--- src/rtl/instr_fetch.sv ---
// Instruction fetch unit: one outstanding word fetch, a one-entry holding slot for decode,
// and redirect handling that lets an in-flight access finish before retargeting.
//
// state | meaning
// ------+-----------------------------------------------------------------
// IDLE  | post-reset bubble, no request; late acks are ignored here
// FETCH | request outstanding at pc
// DROP  | request outstanding for a redirected-away address; data is discarded
// VALID | instruction held for decode, no request
module instr_fetch #(
    parameter logic [31:0] RESET_PC = 32'h0000_0000
) (
    input  logic        clk,
    input  logic        rst,
    output logic        imem_req,
    output logic [31:0] imem_addr,
    input  logic        imem_ack,
    input  logic [31:0] imem_rdata,
    input  logic        branch_taken,
    input  logic [31:0] branch_target,
    input  logic        id_ready,
    output logic        id_valid,
    output logic [31:0] id_instr,
    output logic [31:0] id_pc_plus4,
    output logic [5:0]  id_opcode
);

    typedef enum logic [1:0] {
        IDLE  = 2'd0,
        FETCH = 2'd1,
        DROP  = 2'd2,
        VALID = 2'd3
    } state_t;

    state_t      state_q, state_d;
    logic [31:0] pc_q, pc_d;
    logic [31:0] redir_pc_q, redir_pc_d;
    logic [31:0] id_instr_q, id_instr_d;
    logic [31:0] id_pc_plus4_q, id_pc_plus4_d;
    logic        id_valid_q, id_valid_d;
    logic        imem_req_q, imem_req_d;
    logic [31:0] imem_addr_q, imem_addr_d;

    logic [31:0] tgt_aligned;
    logic [31:0] pc_plus4;
    logic [31:0] drop_next_pc;

    assign tgt_aligned  = branch_target & ~32'h0000_0003;
    assign pc_plus4     = pc_q + 32'd4;
    // A branch arriving together with the ack overrides the redirect saved earlier.
    assign drop_next_pc = branch_taken ? tgt_aligned : redir_pc_q;

    always_comb begin
        state_d       = state_q;
        pc_d          = pc_q;
        redir_pc_d    = redir_pc_q;
        id_instr_d    = id_instr_q;
        id_pc_plus4_d = id_pc_plus4_q;
        id_valid_d    = id_valid_q;
        imem_req_d    = imem_req_q;
        imem_addr_d   = imem_addr_q;

        case (state_q)
            IDLE: begin
                state_d     = FETCH;
                imem_req_d  = 1'b1;
                imem_addr_d = pc_q;
            end
            FETCH: begin
                if (imem_ack && !branch_taken) begin
                    id_instr_d    = imem_rdata;
                    id_pc_plus4_d = pc_plus4;
                    pc_d          = pc_plus4;
                    id_valid_d    = 1'b1;
                    imem_req_d    = 1'b0;
                    state_d       = VALID;
                end else if (imem_ack) begin
                    pc_d        = tgt_aligned;
                    imem_addr_d = tgt_aligned;
                end else if (branch_taken) begin
                    // Bus must not see the address change mid-request.
                    redir_pc_d = tgt_aligned;
                    state_d    = DROP;
                end
            end
            DROP: begin
                if (imem_ack) begin
                    pc_d        = drop_next_pc;
                    imem_addr_d = drop_next_pc;
                    state_d     = FETCH;
                end else if (branch_taken) begin
                    redir_pc_d = tgt_aligned;
                end
            end
            VALID: begin
                if (branch_taken) begin
                    pc_d        = tgt_aligned;
                    imem_addr_d = tgt_aligned;
                    imem_req_d  = 1'b1;
                    id_valid_d  = 1'b0;
                    state_d     = FETCH;
                end else if (id_ready) begin
                    imem_addr_d = pc_q;
                    imem_req_d  = 1'b1;
                    id_valid_d  = 1'b0;
                    state_d     = FETCH;
                end
            end
            default: begin
                state_d = IDLE;
            end
        endcase
    end

    always_ff @(posedge clk) begin
        if (rst) begin
            state_q       <= IDLE;
            pc_q          <= RESET_PC;
            redir_pc_q    <= 32'h0;
            id_instr_q    <= 32'h0;
            id_pc_plus4_q <= 32'h0;
            id_valid_q    <= 1'b0;
            imem_req_q    <= 1'b0;
            imem_addr_q   <= RESET_PC;
        end else begin
            state_q       <= state_d;
            pc_q          <= pc_d;
            redir_pc_q    <= redir_pc_d;
            id_instr_q    <= id_instr_d;
            id_pc_plus4_q <= id_pc_plus4_d;
            id_valid_q    <= id_valid_d;
            imem_req_q    <= imem_req_d;
            imem_addr_q   <= imem_addr_d;
        end
    end

    assign imem_req    = imem_req_q;
    assign imem_addr   = imem_addr_q;
    assign id_valid    = id_valid_q;
    assign id_instr    = id_instr_q;
    assign id_pc_plus4 = id_pc_plus4_q;
    assign id_opcode   = id_instr_q[31:26];

endmodule

--- config.mk ---
export PLATFORM = sky130hd
export DESIGN_NAME = instr_fetch
export DESIGN_NICKNAME = d
export VERILOG_FILES = /design/src/rtl/instr_fetch.sv
export SDC_FILE = /design/constraint.sdc
export NUM_CORES = 1
export LEC_CHECK = 0
export ABC_AREA = 1
export BUFFER_PORTS_ARGS = -buffer_cell sky130_fd_sc_hd__buf_2
export CAP_MARGIN = 20
export CORE_MARGIN = 2
export CORE_UTILIZATION = 46
export CTS_CLUSTER_SIZE = 16
export DETAILED_ROUTE_END_ITERATION = 7
export MAX_ROUTING_LAYER = met4
export PLACE_DENSITY_LB_ADDON = 0.15
export SETUP_SLACK_MARGIN = 0.1
export SYNTH_ARGS = -nofsm -noshare
export SYNTH_HDL_FRONTEND = slang
export SYNTH_SLANG_ARGS = --single-unit
--- constraint.sdc ---
create_clock -name clk -period 2 [get_ports clk]
set_clock_uncertainty 0.1 [all_clocks]
set_input_delay 0.2 -clock clk [delete_from_list [all_inputs] [get_ports clk]]
set_output_delay 0.2 -clock clk [all_outputs]
set_load 0.02 [all_outputs]
==> flow_summary.json <==
{
  "outcome": "finished, final reports clean",
  "holdCritStartpoint": "branch_target[5]",
  "r2r-start": "state_q[0]$_SDFFE_PP0P_",
  "drtIter0Drc": 754,
  "numCtsBuffers": 17,
  "ys_ff_latch": 164,
  "synthMuxAreaShare": 0,
  "worstMarginPinSlew_ns": 0.4643,
  "grt_pass1_wl_mm": 48.27,
  "antenna_left": 0,
  "synthesis.nets": 1397,
  "r2r-end": "pc_q[24]$_SDFFE_PP0P_",
  "critPathKind": "flip-flop to flip-flop",
  "avgSynthCellArea_sq_um": 6.483,
  "port_buffers": 170,
  "min_to": "pc_q[5]$_SDFFE_PP0P_",
  "fp.dieArea_sq_um": 19740,
  "grt_overflow": 0,
  "diodes": 0,
  "grt_max_degree": 72,
  "htree_levels": 4,
  "clock.fmax_ghz": 0.5514,
  "drv_cap": 0,
  "slew_headroom": 0.6905,
  "grt.total_usage": 0.3173,
  "fp.dieW_um": 140.5,
  "fp.coreArea_sq_um": 18150,
  "async_reset_ff_frac": 0,
  "powerDensity_nw_per_um2": 1011,
  "r2r_cells": 9,
  "drtPass1Iterations": 5,
  "rsz0062_at_grt": "true",
  "synthAdderAreaFrac": 0.008759,
  "syn_to_final_growth_pct": 27.65,
  "yosys.area_share.simple": 0.2664,
  "die_h_um": 140.5,
  "seq_area_frac_synth": 0.3831,
  "timing.final.crit_share": 0.9068,
  "hold_class": "primary input to flip-flop",
  "yosysWarnings": 0,
  "fin_cells": 1754,
  "nFillCells": 1769,
  "crit_start": "state_q[0]$_SDFFE_PP0P_",
  "final_hold_viol_count": 0,
  "gp_congestion": 1.015,
  "synth-edff-count": 0,
  "drc": 0,
  "cts_sinks": 164,
  "crit_fanout": 8,
  "clockBufferDepth": 2,
  "netlist_area_sq_um": 8571,
  "clkSlewWorstSetupHoldPaths_ns": 0.07,
  "min_path_cells": 3,
  "vias": 9660,
  "cp.required_ns": 2.22,
  "ys_types": 34,
  "final_core_util": 0.6029,
  "insertion_delay_ns": 0.43,
  "tritoncts": "built",
  "grt_pass1_vias": 9093,
  "wire_per_inst_um": 17.47,
  "avgViaCountPerCell": 5.507,
  "setup_viol": 0,
  "num_rows": 49,
  "synth_ff_type": "dfxtp_1",
  "syn_inst": 1322,
  "initial_core_util": 0.4723,
  "synth_xor_xnor_area_share": 0.009197,
  "pin_count": 173,
  "vdd_drop_max_mv": 0.6942,
  "antenna_found_initial": 0,
  "synth_compound_area_frac": 0.2375,
  "synth_top_family_by_area": "simple AND/OR/NAND/NOR gates",
  "cts_root_buf": "clkbuf_16",
  "critPathLaunchType": "flip-flop",
  "dp_hpwl_mm": 20.52,
  "wl_mm": 30.64,
  "total_power_uw": 11060,
  "end_kind": "flip-flop",
  "dpl.cell_count": 1685,
  "rrSetupSlack_ns": 0.19,
  "crit_arrival_ns": 2.03,
  "leakagePower_uw": 0.004992,
  "drive_gt1_frac": 0.2039,
  "fin_nets": 1587,
  "drv_slew": 0,
  "finalCriticalPeriod_ns": 1.814,
  "finalSetupTns_ns": 0
}
-- cells in the mapped netlist (13+ instances only) --
cell type	number	area share
nand3_1	97	0.057
o211ai_1	13	0.011
o21ai_0	165	0.096
buf_4	13	0.011
a21oi_1	155	0.091
dfxtp_1	164	0.38
buf_2	21	0.012
inv_1	92	0.040
o21ai_1	31	0.018
nor2_1	157	0.069
clkbuf_1	43	0.019
nand2_1	298	0.13
-- kinds of logic (layout without fill, tap and decap cells) --
family | Yosys count | after routing
AOI/OAI and AO/OA | 388 | 388
DFF | 164 | 164
and+or+nand+nor | 561 | 561
xor gates and xnor gates | 9 | 9
adders and majority gates | 6 | 6
buffers and inverters | 194 | 397
-- metal layers --
metal | global-route usage | share of wire
met1 | 0.4119 | 0.44
met4 | 0.1116 | 0.031
met3 | 0.05265 | 0.067
met2 | 0.5031 | 0.46
met5 | - | 0
-- worst max-delay path by stage --
stage / end / depth (start not counted)
after floorplan: pc_q[13]$_SDFFE_PP0P_ / 10
after global placement: id_instr[22]$_SDFFE_PP0N_ / 8
after detailed placement: id_instr[17]$_SDFFE_PP0N_ / 8
after CTS: redir_pc_q[20]$_SDFFE_PP0P_ / 8
after global routing: id_pc_plus4[23]$_SDFFE_PP0N_ / 10
final: pc_q[24]$_SDFFE_PP0P_ / 9
-- worst max-delay path, stage by stage, from the launching register on --
cell and delay [ns]:
dfxtp_2 0.37, inv_1 0.07, buf_4 0.15, ha_1 0.22, nor3_4 0.20, buf_6 0.16, inv_2 0.06, buf_4 0.17
nor2_2 0.12, a21oi_1 0.07
-- cell type report --
type / instances / area (sq um) / area share
clock inverter: 15 / 158.9 / 0.01452
timing repair buffer: 264 / 1832 / 0.1674
clock buffer: 17 / 425.4 / 0.03888
tap: 229 / 286.5 / 0.02619
inverter: 101 / 382.9 / 0.03500
sequential: 164 / 3291 / 0.3008
multi-input combinational: 964 / 4564 / 0.4172
-- where the power goes --
group | internal, uW | switching (uW) | total [uW]
clock network | 1680 | 1630 | 3310
registers | 3720 | 395 | 4120
logic | 1320 | 2310 | 3630
-- per-stage QoR --
stage	area [sq um]	worst slack, ns	hold slack [ns]
final	10940	0.1864	0.01979
after global routing	10940	0.07370	0.03139
after detailed placement	9827	0.03882	0.3286
after CTS	10790	0.07812	0.001833
after global placement	9827	0.08391	0.3203
after floorplan	8571	0.1976	0.2349
-- placed cells by master (no fill, tap or decap), types with 2 or more instances in the layout --
master	netlist	layout
xnor2_1	5	4
o21bai_1	9	9
nand2_1	298	293
inv_2	9	9
buf_6	1	4
nand3_1	97	96
inv_6	0	4
a31oi_1	3	3
inv_8	0	6
o211ai_1	13	13
xor2_1	4	4
clkinv_8	0	2
dfxtp_2	0	6
nor2_4	1	3
clkinvlp_4	0	2
o21a_1	7	7
clkbuf_16	0	18
or2_0	2	2
nor2_1	157	144
dlygate4sd3_1	0	33
buf_12	0	9
buf_16	0	2
o21ai_1	31	35
a21boi_0	2	2
o21ai_0	165	161
ha_2	0	3
nor2_2	1	12
dfxtp_1	164	158
buf_2	21	170
nand3_2	1	2
inv_1	92	90
a21oi_1	155	154
buf_4	13	44
ha_1	6	2
nand2_2	0	5
-- what timing repair did --
action	in CTS	in global routing
hold endpoints to repair	33	0
gates resized for setup	6	42
setup endpoints to repair	57	131
buffers inserted	1	1
pin swaps	1	2
cloned	1	1
hold buffers	33	0
-- registers in the layout, summed over array words and instances (netlist names) --
register and cells:
imem_req 1, imem_addr 32, state_q 2, id_pc_plus4 32, id_valid 1, pc_q 32
redir_pc_q 32, id_instr 32
(Power assumes the default switching activity.)
